==> src/rtl/zint_prog_if.sv <==
// zint_prog_if: interrupt-generator bus; master drives strobes/Z80 pins/config, slave returns int_n, int_active, int_missed
interface zint_prog_if #(
  parameter int DLY_W = 16,
  parameter int LEN_W = 8
) ();
  logic             int_start;
  logic             zpos;
  logic             iorq_n;
  logic             m1_n;
  logic [DLY_W-1:0] cfg_delay;
  logic [LEN_W-1:0] cfg_len;
  logic             int_n;
  logic             int_active;
  logic             int_missed;
  modport master (
    output int_start, zpos, iorq_n, m1_n, cfg_delay, cfg_len,
    input  int_n, int_active, int_missed
  );
  modport slave (
    input  int_start, zpos, iorq_n, m1_n, cfg_delay, cfg_len,
    output int_n, int_active, int_missed
  );
endinterface

==> src/rtl/zint_prog.sv <==
// zint_prog: programmable Z80 INT# generator (delay then hold low, counted in zpos strobes); ports fclk, rst_n (async low), bus (zint_prog_if.slave); ZINT_ACKCLR_EN enables early clear on IORQ#/M1# acknowledge
module zint_prog #(
  parameter int DLY_W  = 16,
  parameter int LEN_W  = 8,
  parameter int SYNC_N = 2
) (
  input logic        fclk,
  input logic        rst_n,
  zint_prog_if.slave bus
);
  typedef enum logic [1:0] {IDLE, DELAY, ASSERT} state_t;
  state_t           state_q, state_d;
  logic [DLY_W-1:0] dcnt_q, dcnt_d;
  logic [LEN_W-1:0] lcnt_q, lcnt_d;
  logic             int_n_q, int_active_q, int_missed_q;
  logic [SYNC_N-1:0] iorq_q, m1_q;
  logic             ack_en, ack;
`ifdef ZINT_ACKCLR_EN
  assign ack_en = 1'b1;
`else
  assign ack_en = 1'b0;
`endif
  assign ack = ack_en & ~iorq_q[SYNC_N-1] & ~m1_q[SYNC_N-1];
  always_ff @(posedge fclk or negedge rst_n)
    if (!rst_n) begin
      iorq_q <= '1;
      m1_q   <= '1;
    end else begin
      iorq_q <= {iorq_q[SYNC_N-2:0], bus.iorq_n};
      m1_q   <= {m1_q[SYNC_N-2:0], bus.m1_n};
    end
  // Each state only counts zpos seen while it is current, so the strobe in a
  // transition cycle belongs to the state being left.
  always_comb begin
    state_d = state_q;
    dcnt_d  = dcnt_q;
    lcnt_d  = lcnt_q;
    case (state_q)
      IDLE:
        if (bus.int_start) begin
          dcnt_d  = bus.cfg_delay;
          lcnt_d  = bus.cfg_len;
          state_d = (bus.cfg_delay != '0) ? DELAY : ASSERT;
        end
      DELAY:
        if (bus.zpos) begin
          dcnt_d  = dcnt_q - 1'b1;
          state_d = (dcnt_q == DLY_W'(1)) ? ASSERT : DELAY;
        end
      ASSERT:
        if (ack) state_d = IDLE;
        else if (bus.zpos) begin
          // A loaded 0 wraps to all-ones here, giving 2**LEN_W strobes.
          lcnt_d  = lcnt_q - 1'b1;
          state_d = (lcnt_q == LEN_W'(1)) ? IDLE : ASSERT;
        end
      default: state_d = IDLE;
    endcase
  end
  always_ff @(posedge fclk or negedge rst_n)
    if (!rst_n) begin
      state_q      <= IDLE;
      dcnt_q       <= '0;
      lcnt_q       <= '0;
      int_n_q      <= 1'b1;
      int_active_q <= 1'b0;
      int_missed_q <= 1'b0;
    end else begin
      state_q      <= state_d;
      dcnt_q       <= dcnt_d;
      lcnt_q       <= lcnt_d;
      int_n_q      <= state_d != ASSERT;
      int_active_q <= state_d != IDLE;
      int_missed_q <= bus.int_start & (state_q != IDLE);
    end
  assign bus.int_n      = int_n_q;
  assign bus.int_active = int_active_q;
  assign bus.int_missed = int_missed_q;
endmodule
==> src/flat_wrapper.sv <==
// flat-port wrapper written by rule: the top's interface ports become plain ports
module zint_prog_flat 
#(
  parameter int DLY_W  = 16,
  parameter int LEN_W  = 8,
  parameter int SYNC_N = 2
)
  (fclk, rst_n, bus_int_start, bus_zpos, bus_iorq_n, bus_m1_n, bus_cfg_delay, bus_cfg_len, bus_int_n, bus_int_active, bus_int_missed);
  zint_prog_if #(.DLY_W(DLY_W), .LEN_W(LEN_W)) bus_i ();
  input logic fclk;
  input logic rst_n;
  input wire logic [$bits(bus_i.int_start)-1:0] bus_int_start;
  input wire logic [$bits(bus_i.zpos)-1:0] bus_zpos;
  input wire logic [$bits(bus_i.iorq_n)-1:0] bus_iorq_n;
  input wire logic [$bits(bus_i.m1_n)-1:0] bus_m1_n;
  input wire logic [$bits(bus_i.cfg_delay)-1:0] bus_cfg_delay;
  input wire logic [$bits(bus_i.cfg_len)-1:0] bus_cfg_len;
  output wire logic [$bits(bus_i.int_n)-1:0] bus_int_n;
  output wire logic [$bits(bus_i.int_active)-1:0] bus_int_active;
  output wire logic [$bits(bus_i.int_missed)-1:0] bus_int_missed;
  assign bus_i.int_start = bus_int_start;
  assign bus_i.zpos = bus_zpos;
  assign bus_i.iorq_n = bus_iorq_n;
  assign bus_i.m1_n = bus_m1_n;
  assign bus_i.cfg_delay = bus_cfg_delay;
  assign bus_i.cfg_len = bus_cfg_len;
  assign bus_int_n = bus_i.int_n;
  assign bus_int_active = bus_i.int_active;
  assign bus_int_missed = bus_i.int_missed;
  zint_prog #(.DLY_W(DLY_W), .LEN_W(LEN_W), .SYNC_N(SYNC_N)) u_core (.fclk(fclk), .rst_n(rst_n), .bus(bus_i));
endmodule
==> config.mk <==
export PLATFORM = sky130hd
export DESIGN_NAME = zint_prog_flat
export DESIGN_NICKNAME = d
export VERILOG_FILES = /design/src/rtl/zint_prog_if.sv /design/src/rtl/zint_prog.sv /design/src/flat_wrapper.sv
export SDC_FILE = /design/constraint.sdc
export NUM_CORES = 1
export LEC_CHECK = 0
export BUFFER_PORTS_ARGS = -buffer_cell sky130_fd_sc_hd__buf_2
export CORE_MARGIN = 4
export CORE_UTILIZATION = 50
export CTS_CLUSTER_DIAMETER = 100
export CTS_CLUSTER_SIZE = 16
export DETAILED_ROUTE_END_ITERATION = 16
export PLACE_DENSITY = 0.75
export SKIP_LAST_GASP = 1
export SLEW_MARGIN = 40
export SYNTH_ARGS = -nofsm -noshare
export SYNTH_HDL_FRONTEND = slang
export SYNTH_SLANG_ARGS = --single-unit
==> constraint.sdc <==
create_clock -name fclk -period 1.7 [get_ports fclk]
set_input_delay 0.085 -clock fclk [delete_from_list [all_inputs] [get_ports fclk]]
set_output_delay 0.085 -clock fclk [all_outputs]
set_load 0.05 [all_outputs]
==> results.cfg, run 1 <==
[run_status]
outcome = completed

[power]
p_int_uw = 1780
switching_share_pct = 38.3
p_seq_share_pct = 41.2
leakagePower_uw = 0.000965
p_clk_share_pct = 19.1
pwr-share-comb_pct = 39.7
power.density_mw_per_mm2 = 1250
ir_drop_mv = 0.711
power.net_switching_uw = 1100

[setup_path]
critPathMaxStageDelay_ns = 0.49
cp_top_family = simple AND/OR/NAND/NOR gates
crit_slowest_cell = or4b_4
worst-path-buf-inv = 2
r2r_slack_ns = 0.03
cp.depth = 7
rr_worst_depth = 7
start_kind = flop
endpoint_kind = flop
r2r_start = u_core.dcnt_q[1]$_DFFE_PN0P_
cp_max_fo = 4
rr_endpoint = u_core.dcnt_q[14]$_DFFE_PN0P_
cp_cell_sequence = inv_2 > ha_4 > nor3b_4 > buf_6 > nand3_1 > or4b_4 > o211ai_2
cp.required_ns = 1.91
path_class = flop to flop
cp.arrival_ns = 1.88

[synth]
yosys.area_share.simple_pct = 26.1
netlist_instances = 217
syn_avg_cell_area_um2 = 8.60
synth_top_family_by_area = compound AO/OA/AOI/OAI gates
ys_async_sr_fraction_pct = 100
synth_xor_area_share_pct = 0
synth-seq-cells = 29
synth_cell_types = 54
muxShareOfSynthArea_pct = 1.07
synth_compound_area_share_pct = 26.9
synth-edff-count = 0
ys_seq_area_share_pct = 39.0
syn_nets = 251
synth_warnings = 0
syn_area_mm2 = 0.00187
synth_fa_ha_area_share_pct = 2.68
synth_top_flop_cell = dfrtp_1

[floorplan]
core_area_mm2 = 0.00347
die_h_um = 69.1
io_pins = 33
rows = 21
die_w_um = 69.1
die_area_mm2 = 0.00477
start_util_pct = 53.8

[clocking]
cts.htree.levels = 2
cts.path.max_buffers = 2
cts.sinks = 29
cts_buffers = 5
tritoncts = yes
clock_latency_ns = 0.28
cts-root-buf = clkbuf_8
clkTransAtPathRegs_ns = 0.06

[route]
wirelength_mm = 4.66
wl_per_cell_um = 14.9
via_per_inst = 5.89
postRouteAntennaNets = 0
vias = 1837
drtPass1Iterations = 4
drc_errors = 0
drt_iter0_markers = 240

[layout]
final_cell_area_mm2 = 0.00231
final_core_util_pct = 66.5
multi_input_area_mm2 = 0.00107
antenna_cells = 0
drive_above_1_share_pct = 27.4
nFillCells = 313
syn_to_final_growth_pct = 23.7
regArea_um2 = 728
final_nets = 299

[place]
pre_cts_slack_ns = -0.0520
post_dp_cell_area_mm2 = 0.00218
dp_hpwl_mm = 3.41
gp_congestion = 0.789
io_buffers = 30

[global_route]
overflow = 0
grt_first_pass_wirelength_mm = 8.21
grt_usage_pct = 20.9
grt_max_degree = 30
grt_pass1_vias = 1740
antenna_found_initial = 0

[timing]
fin_hold_ws_ns = 0.0556
fin_skew_ns = 0.00465
hold_viol = 0
slew_headroom_pct = 55.3
layout_min_cycle_time_ns = 1.67
slew_viol_final = 0
setup_ws_ns = 0.0324
rsz0062_at_grt = yes
tns_ns = 0
setup_viol = 0
worst_pin_slew_ns = 0.671
max_freq_mhz = 600
min_period_over_period_pct = 98.1

[worst_hold_path]
holdPathStages = 3
worstHoldPathType = input port to flop
min_to = u_core.dcnt_q[0]$_DFFE_PN0P_
min_from = bus_cfg_delay[0]

[job]
max-cap-violations = 0
-- registers in the layout, indices dropped and copies added, names as in the netlist --
signal                 cells
u_core.dcnt_q             16
u_core.bus.int_missed      1
u_core.bus.int_active      1
u_core.bus.int_n           1
u_core.state_q             2
u_core.lcnt_q              8
-- layer usage --
layer  track usage [%]  routed length (um)  part of all wire [%]
met3              4.07                 235                   5.0
met2              30.7                2130                    46
met4              8.03                  69                   1.5
met1              30.2                2220                    48
met5                 0                   0                     0
-- how the worst max path moves through the flow --
| stage | startpoint | to | slack (ns) |
|---|---|---|---|
| 6_report | u_core.dcnt_q[1]$_DFFE_PN0P_ | u_core.dcnt_q[14]$_DFFE_PN0P_ | 0.03 |
| 5_1_grt | u_core.dcnt_q[7]$_DFFE_PN0P_ | u_core.dcnt_q[14]$_DFFE_PN0P_ | -0.02 |
| 4_1_cts | u_core.dcnt_q[9]$_DFFE_PN0P_ | u_core.dcnt_q[14]$_DFFE_PN0P_ | 0.03 |
| 3_5_place_dp | u_core.dcnt_q[1]$_DFFE_PN0P_ | u_core.dcnt_q[14]$_DFFE_PN0P_ | -0.05 |
| 3_3_place_gp | u_core.dcnt_q[1]$_DFFE_PN0P_ | u_core.dcnt_q[14]$_DFFE_PN0P_ | 0.02 |
| 2_1_floorplan | u_core.dcnt_q[0]$_DFFE_PN0P_ | u_core.dcnt_q[14]$_DFFE_PN0P_ | -0.009 |
-- synth_stat cells (all sizes together) (2+ instances only) --
master / instances / share of area [%]
dfrtp: 28 / 38
nor2: 23 / 4.6
a21oi: 21 / 5.6
o21ai: 19 / 5.1
nand2: 15 / 3.2
buf: 9 / 2.5
a2bb2oi: 7 / 3.3
nor3: 7 / 2.1
nor4: 7 / 3.2
o22ai: 7 / 2.3
nand4: 6 / 2.0
inv: 5 / 1.0
nand2b: 5 / 1.7
nand3: 5 / 1.3
a31oi: 4 / 1.3
clkbuf: 4 / 0.80
ha: 4 / 2.7
a22oi: 3 / 1.2
nor2b: 3 / 1.0
and2: 2 / 0.67
mux2i: 2 / 1.1
nand3b: 2 / 0.80
nor3b: 2 / 1.4
o211ai: 2 / 1.1
o21a: 2 / 0.80
or3: 2 / 0.67
-- cell usage in the layout, fill, tap and decap left out, types with 4 or more instances in the layout --
master / synthesis / final
nand4_1: 6 / 6
o21ai_0: 19 / 19
a31oi_1: 4 / 4
dfrtp_1: 28 / 27
clkbuf_8: 0 / 5
nor4_1: 6 / 6
nand3_1: 5 / 5
nor2_1: 23 / 23
nor3_1: 6 / 6
a2bb2oi_1: 7 / 7
buf_2: 7 / 30
o22ai_1: 7 / 7
a21oi_1: 21 / 21
nand2_1: 14 / 14
buf_4: 1 / 21
inv_1: 5 / 4
nand2b_1: 5 / 5
-- cell families (layout without fill, tap and decap cells) --
kind of cell,after synthesis,in the layout
adders and majority gates,4,4
buffers and inverters,18,67
and+or+nand+nor,86,86
AOI/OAI and AO/OA,78,78
DFF,29,29
muxes,2,2
-- worst reg2reg max path, stage by stage, from the launching register on --
cell and delay [ns]:
dfrtp_1 0.38, inv_2 0.08, ha_4 0.14, nor3b_4 0.17, buf_6 0.14, nand3_1 0.10, or4b_4 0.49, o211ai_2 0.08
-- power by group through the flow --
| stage | combinational [uW] | clock (uW) | sequential, uW |
|---|---|---|---|
| 6_report | 1150 | 552 | 1190 |
| 5_1_grt | 1300 | 596 | 1230 |
| 4_1_cts | 1150 | 569 | 1180 |
| 3_5_place_dp | 1070 | 0 | 1190 |
| 3_3_place_gp | 1040 | 0 | 1190 |
| 2_1_floorplan | 647 | 0 | 1170 |
-- timing repair --
action,4_1_cts,5_1_grt
hold buffers,1,0
endpoints found under the setup margin,2,4
buffers inserted,2,0
hold endpoints to repair,28,0
resized for setup,4,1
pin swaps,1,1
-- stage by stage --
stage	total power, uW	std cells
final	2890	312
after global routing	3130	312
after CTS	2900	312
after detailed placement	2260	301
after global placement	2220	301
after floorplan	1810	217
-- final cells by class --
class / instances / area share, %
Clock buffer: 6 / 3.15
Sequential cell: 29 / 31.6
Multi-Input combinational cell: 170 / 46.4
Timing Repair Buffer: 54 / 15.1
Clock inverter: 2 / 0.434
Inverter: 5 / 0.813
Tap cell: 46 / 2.49
Note: power is estimated with default switching activity, not from simulation.
==> run 2: changes to the inputs <==
--- a/config.mk
+++ b/config.mk
@@ -6,12 +6,15 @@
 export NUM_CORES = 1
 export LEC_CHECK = 0
 export BUFFER_PORTS_ARGS = -buffer_cell sky130_fd_sc_hd__buf_2
+export CELL_PAD_IN_SITES_DETAIL_PLACEMENT = 1
+export CELL_PAD_IN_SITES_GLOBAL_PLACEMENT = 1
+export CORE_ASPECT_RATIO = 1.2
 export CORE_MARGIN = 4
-export CORE_UTILIZATION = 50
+export CORE_UTILIZATION = 37
 export CTS_CLUSTER_DIAMETER = 100
 export CTS_CLUSTER_SIZE = 16
 export DETAILED_ROUTE_END_ITERATION = 16
-export PLACE_DENSITY = 0.75
+export PLACE_DENSITY_LB_ADDON = 0.1
 export SKIP_LAST_GASP = 1
 export SLEW_MARGIN = 40
 export SYNTH_ARGS = -nofsm -noshare
==> results.cfg, run 2 (synthesis results as in run 1) <==
[power]
pwr-share-comb_pct = 40.3
p_seq_share_pct = 38.6
ir_drop_mv = 0.558
power.net_switching_uw = 1170
p_clk_share_pct = 21.1
switching_share_pct = 37.8
leakagePower_uw = 0.00100
power.density_mw_per_mm2 = 1290
fin_total_pwr_uw = 3090
p_int_uw = 1920

[layout]
nFillCells = 604
regArea_um2 = 728
drive_above_1_share_pct = 30.9
multi_input_area_mm2 = 0.00108
final_cell_area_mm2 = 0.00240
layout_commonest_cell = buf_2
regMostFlops = u_core.dcnt_q
final_cell_mix = buf_2 (30), buf_4 (27), dfrtp_1 (27)
antenna_cells = 0
largest_register_ffs = 16
final_cells = 332
syn_to_final_growth_pct = 28.7
reg_top3 = u_core.dcnt_q (16), u_core.lcnt_q (8), u_core.state_q (2)
final_nets = 305

[route]
drt_iter0_markers = 73
drc_errors = 0
vias = 1869
drtPass1Iterations = 4
wirelength_mm = 5.70
via_per_inst = 5.63
postRouteAntennaNets = 0
wl_per_cell_um = 17.2

[setup_path]
cp.required_ns = 1.92
r2r_start = u_core.dcnt_q[1]$_DFFE_PN0P_
critPathMaxStageDelay_ns = 0.49
crit_slowest_cell = or4b_4
endpoint_kind = flop
crit_path_end = u_core.dcnt_q[14]$_DFFE_PN0P_
rr_worst_depth = 7
cp_cell_sequence = inv_2 > ha_4 > nor3b_4 > buf_4 > nand3_2 > or4b_4 > o211ai_2
path_class = flop to flop
r2r_slack_ns = 0.03
start_kind = flop
cp.arrival_ns = 1.89
rr_endpoint = u_core.dcnt_q[14]$_DFFE_PN0P_
cp-startpoint = u_core.dcnt_q[1]$_DFFE_PN0P_
cp_max_fo = 3

[global_route]
met1_usage_pct = 23.5
use_met2_pct = 36.5
grt-busiest-layer = met2
overflow = 0
grt_first_pass_wirelength_mm = 9.69
grt_usage_pct = 20.0
grt_pass1_vias = 1967
antenna_found_initial = 0
grt_util_met3_pct = 3.52
grt_max_degree = 30

[place]
io_buffers = 30
dp_cells = 317
pre_cts_slack_ns = 0.0146
gp_congestion = 0.748
dp_hpwl_mm = 4.19
post_dp_cell_area_mm2 = 0.00221

[timing]
min_period_over_period_pct = 98.2
rsz0062_at_grt = yes
layout_min_cycle_time_ns = 1.67
slew_viol_final = 0
setup_ws_ns = 0.0310
setup_viol = 0
worst_pin_slew_ns = 0.712
slew_headroom_pct = 52.5
hold_viol = 0
tns_ns = 0
fin_skew_ns = 0.00831
max_freq_mhz = 599

[worst_hold_path]
min_from = bus_cfg_delay[0]
worstHoldPathType = input port to flop

[job]
max-cap-violations = 0

[floorplan]
core_area_mm2 = 0.00490
die_w_um = 72.8
rows = 28
io_pins = 33
die_area_mm2 = 0.00625
start_util_pct = 38.0
die_h_um = 85.8

[clocking]
clkTransAtPathRegs_ns = 0.07
cts.sinks = 29
cts.htree.levels = 2
cts.path.max_buffers = 2
cts-root-buf = clkbuf_8
cts_buffers = 5
tritoncts = yes
clock_latency_ns = 0.29

[run_status]
outcome = completed
## run 2: cell count changes in the layout (fill, tap and decap cells not counted), sizes merged
cell,delta
clkinv,-1
buf,+6
clkbuf,+1
## run 2: stage by stage
| stage | hold slack [ns] | util (%) |
|---|---|---|
| after global placement | 0.180 | 45.2 |
| after CTS | 0.0459 | 47.5 |
| after detailed placement | 0.180 | 45.2 |
| after floorplan | -0.211 | - |
| after global routing | 0.0659 | 49.0 |
| final | 0.0544 | 49.0 |
## run 2: power groups by stage
stage	Combinational, uW	Clock, uW	Sequential, uW
floorplan	647	0	1170
global placement	1080	0	1200
detailed placement	1120	0	1210
CTS	1130	672	1200
global route	1400	707	1230
finish	1250	652	1190
## run 2: final cells by class
cell class | instances | share of cell area [%]
multi-input cells | 170 | 45.1
flip-flops and latches | 29 | 30.3
repair buffers | 60 | 16.4
clock buffers | 7 | 4.01
well taps | 60 | 3.13
inverters | 5 | 0.782
clock inverters | 1 | 0.208
## run 2: per-layer routing
metal  wire length, um  vias to the layer above
li1                  -                      922
met1              2360                      899
met2              3050                       38
met3               189                       10
met4                95                        0
met5                 0                        -
## run 2: critical path: cells and delay by family (launching register included)
family	cells	cell delay, ns
buffers and inverters	2	0.25
adder cells (fa/ha/maj)	1	0.13
flip-flops	1	0.39
AND/OR/NAND/NOR	3	0.76
AO/OA/AOI/OAI	1	0.08
## run 2: how the worst min path moves through the flow
| stage | end | cells past startpoint |
|---|---|---|
| 6_report | u_core.dcnt_q[0]$_DFFE_PN0P_ | 3 |
| 5_1_grt | u_core.dcnt_q[0]$_DFFE_PN0P_ | 3 |
| 4_1_cts | u_core.dcnt_q[0]$_DFFE_PN0P_ | 3 |
| 3_5_place_dp | u_core.dcnt_q[13]$_DFFE_PN0P_ | 1 |
| 3_3_place_gp | u_core.dcnt_q[13]$_DFFE_PN0P_ | 1 |
| 2_1_floorplan | u_core.bus.int_active$_DFF_PN0_ | 0 |
## run 2: repair_timing
action | CTS | global route
setup buffers | 0 | 6
endpoints found under the hold margin | 28 | 0
gates resized for setup | 1 | 8
setup endpoints to repair | 1 | 8
pin swaps | 1 | 6
hold buffers | 1 | 0
==> run 3: changes to the inputs <==
--- a/config.mk
+++ b/config.mk
@@ -14,7 +14,7 @@
 export CTS_CLUSTER_DIAMETER = 100
 export CTS_CLUSTER_SIZE = 16
 export DETAILED_ROUTE_END_ITERATION = 16
-export PLACE_DENSITY_LB_ADDON = 0.1
+export PLACE_DENSITY = 0.85
 export SKIP_LAST_GASP = 1
 export SLEW_MARGIN = 40
 export SYNTH_ARGS = -nofsm -noshare
==> results.cfg, run 3 (synthesis results as in run 1) <==
[run_status]
outcome = completed

[floorplan]
core_area_mm2 = 0.00490
die_area_mm2 = 0.00625
die_h_um = 85.8
die_w_um = 72.8
rows = 28
start_util_pct = 38.0
io_pins = 33

[setup_path]
r2r_start = u_core.dcnt_q[0]$_DFFE_PN0P_
critPathMaxStageDelay_ns = 0.50
rr_worst_depth = 6
cp_max_fo = 5
cp_cell_sequence = inv_2 > ha_4 > nor3b_4 > nand3_2 > or4b_4 > o211ai_2
crit_slowest_cell = or4b_4
cp.arrival_ns = 1.90
cp.depth = 6
cp_top_family = simple AND/OR/NAND/NOR gates
cp.required_ns = 1.90
endpoint_kind = flop
cp-startpoint = u_core.dcnt_q[0]$_DFFE_PN0P_
path_class = flop to flop
start_kind = flop
worst-path-buf-inv = 1

[timing]
setup_viol = 0
tns_ns = 0
slew_viol_final = 0
max_freq_mhz = 589
setup_ws_ns = 0.00345
worst_pin_slew_ns = 0.702
fin_skew_ns = 0.00311
slew_headroom_pct = 53.2
hold_viol = 0
rsz0062_at_grt = yes
min_period_over_period_pct = 99.8
layout_min_cycle_time_ns = 1.70

[route]
wirelength_mm = 5.78
postRouteAntennaNets = 0
drc_errors = 0
vias = 1938
wl_per_cell_um = 17.7
drtPass1Iterations = 4
via_per_inst = 5.93
drt_iter0_markers = 67

[layout]
final_nets = 300
drive_above_1_share_pct = 29.6
final_cells = 327
regArea_um2 = 728
nFillCells = 607
multi_input_area_mm2 = 0.00109
layout_commonest_cell = buf_2
regMostFlops = u_core.dcnt_q
final_cell_area_mm2 = 0.00235
largest_register_ffs = 16
syn_to_final_growth_pct = 26.0
reg_top3 = u_core.dcnt_q (16), u_core.lcnt_q (8), u_core.state_q (2)
final_cell_mix = buf_2 (30), dfrtp_1 (27), nor2_1 (22), buf_4 (22), a21oi_1 (21)
antenna_cells = 0

[place]
gp_congestion = 0.824
io_buffers = 30
pre_cts_slack_ns = -0.0143
post_dp_cell_area_mm2 = 0.00219
dp_cells = 314
dp_hpwl_mm = 4.19

[worst_hold_path]
min_from = bus_int_start
holdPathStages = 2
worstHoldPathType = input port to flop

[clocking]
cts.path.max_buffers = 2
clock_latency_ns = 0.28
cts-root-buf = clkbuf_8
cts.htree.levels = 2
cts_buffers = 5
clkTransAtPathRegs_ns = 0.06
cts.sinks = 29
tritoncts = yes

[global_route]
grt_pass1_vias = 1990
grt_max_degree = 30
grt_usage_pct = 19.4
antenna_found_initial = 0
overflow = 0
grt_first_pass_wirelength_mm = 9.54

[power]
power.density_mw_per_mm2 = 1250
p_clk_share_pct = 18.7
switching_share_pct = 39.6
leakagePower_uw = 0.000963
ir_drop_mv = 0.673
p_seq_share_pct = 41.1
fin_total_pwr_uw = 2950
pwr-share-comb_pct = 40.2
power.net_switching_uw = 1170
p_int_uw = 1780

[job]
max-cap-violations = 0
run 3: timing repair:
item                       in CTS  in global routing
setup buffers                   2                  2
hold endpoints to repair       28                  0
setup endpoints to repair       2                 13
pin swaps                       1                  1
resized for setup               3                  9
hold buffers                    1                  0
run 3: cell type report:
cell class,count,share of cell area [%]
timing repair buffer,55,15.2
tap,60,3.19
multi-input combinational,170,46.5
sequential,29,31.0
inverter,5,0.798
clock buffer,8,3.41
run 3: metrics by stage:
stage | hold slack (ns) | util, %
global placement | 0.168 | 44.7
floorplan | -0.211 | -
finish | 0.0804 | 47.9
detailed placement | 0.168 | 44.7
CTS | 0.0744 | 47.2
global route | 0.0933 | 47.9
run 3: worst paths after layout:
kind / to / slack, ns
worst max-delay path: u_core.dcnt_q[14]$_DFFE_PN0P_ / 0.003
worst min-delay path: u_core.bus.int_missed$_DFF_PN0_ / 0.08
worst max register to register: u_core.dcnt_q[14]$_DFFE_PN0P_ / 0.003
worst min register to register: u_core.lcnt_q[4]$_DFFE_PN0P_ / 0.54
max in group asynchronous: u_core.state_q[1]$_DFF_PN0_ / 0.81
min in group asynchronous: u_core.lcnt_q[0]$_DFFE_PN0P_ / 0.38
run 3: per-layer routing:
metal	global-route usage, %	routed length [um]	up-vias
met5	0	0	-
met4	6.38	146	0
met3	3.40	296	13
met2	34.1	3040	52
met1	23.6	2300	957
li1	-	-	916
run 3: worst reg2reg max path, delay by kind of cell (launching register included):
kind,cells,cell delay (ns)
compound gates,1,0.08
fa+ha+maj,1,0.14
buf+inv,1,0.07
flops,1,0.38
simple gates,3,0.94
run 3: power by group through the flow:
| stage | Clock, uW | Combinational, uW | Sequential [uW] |
|---|---|---|---|
| detailed placement | 0 | 1060 | 1200 |
| finish | 550 | 1180 | 1210 |
| floorplan | 0 | 647 | 1170 |
| CTS | 560 | 1130 | 1200 |
| global placement | 0 | 1010 | 1190 |
| global route | 589 | 1330 | 1250 |
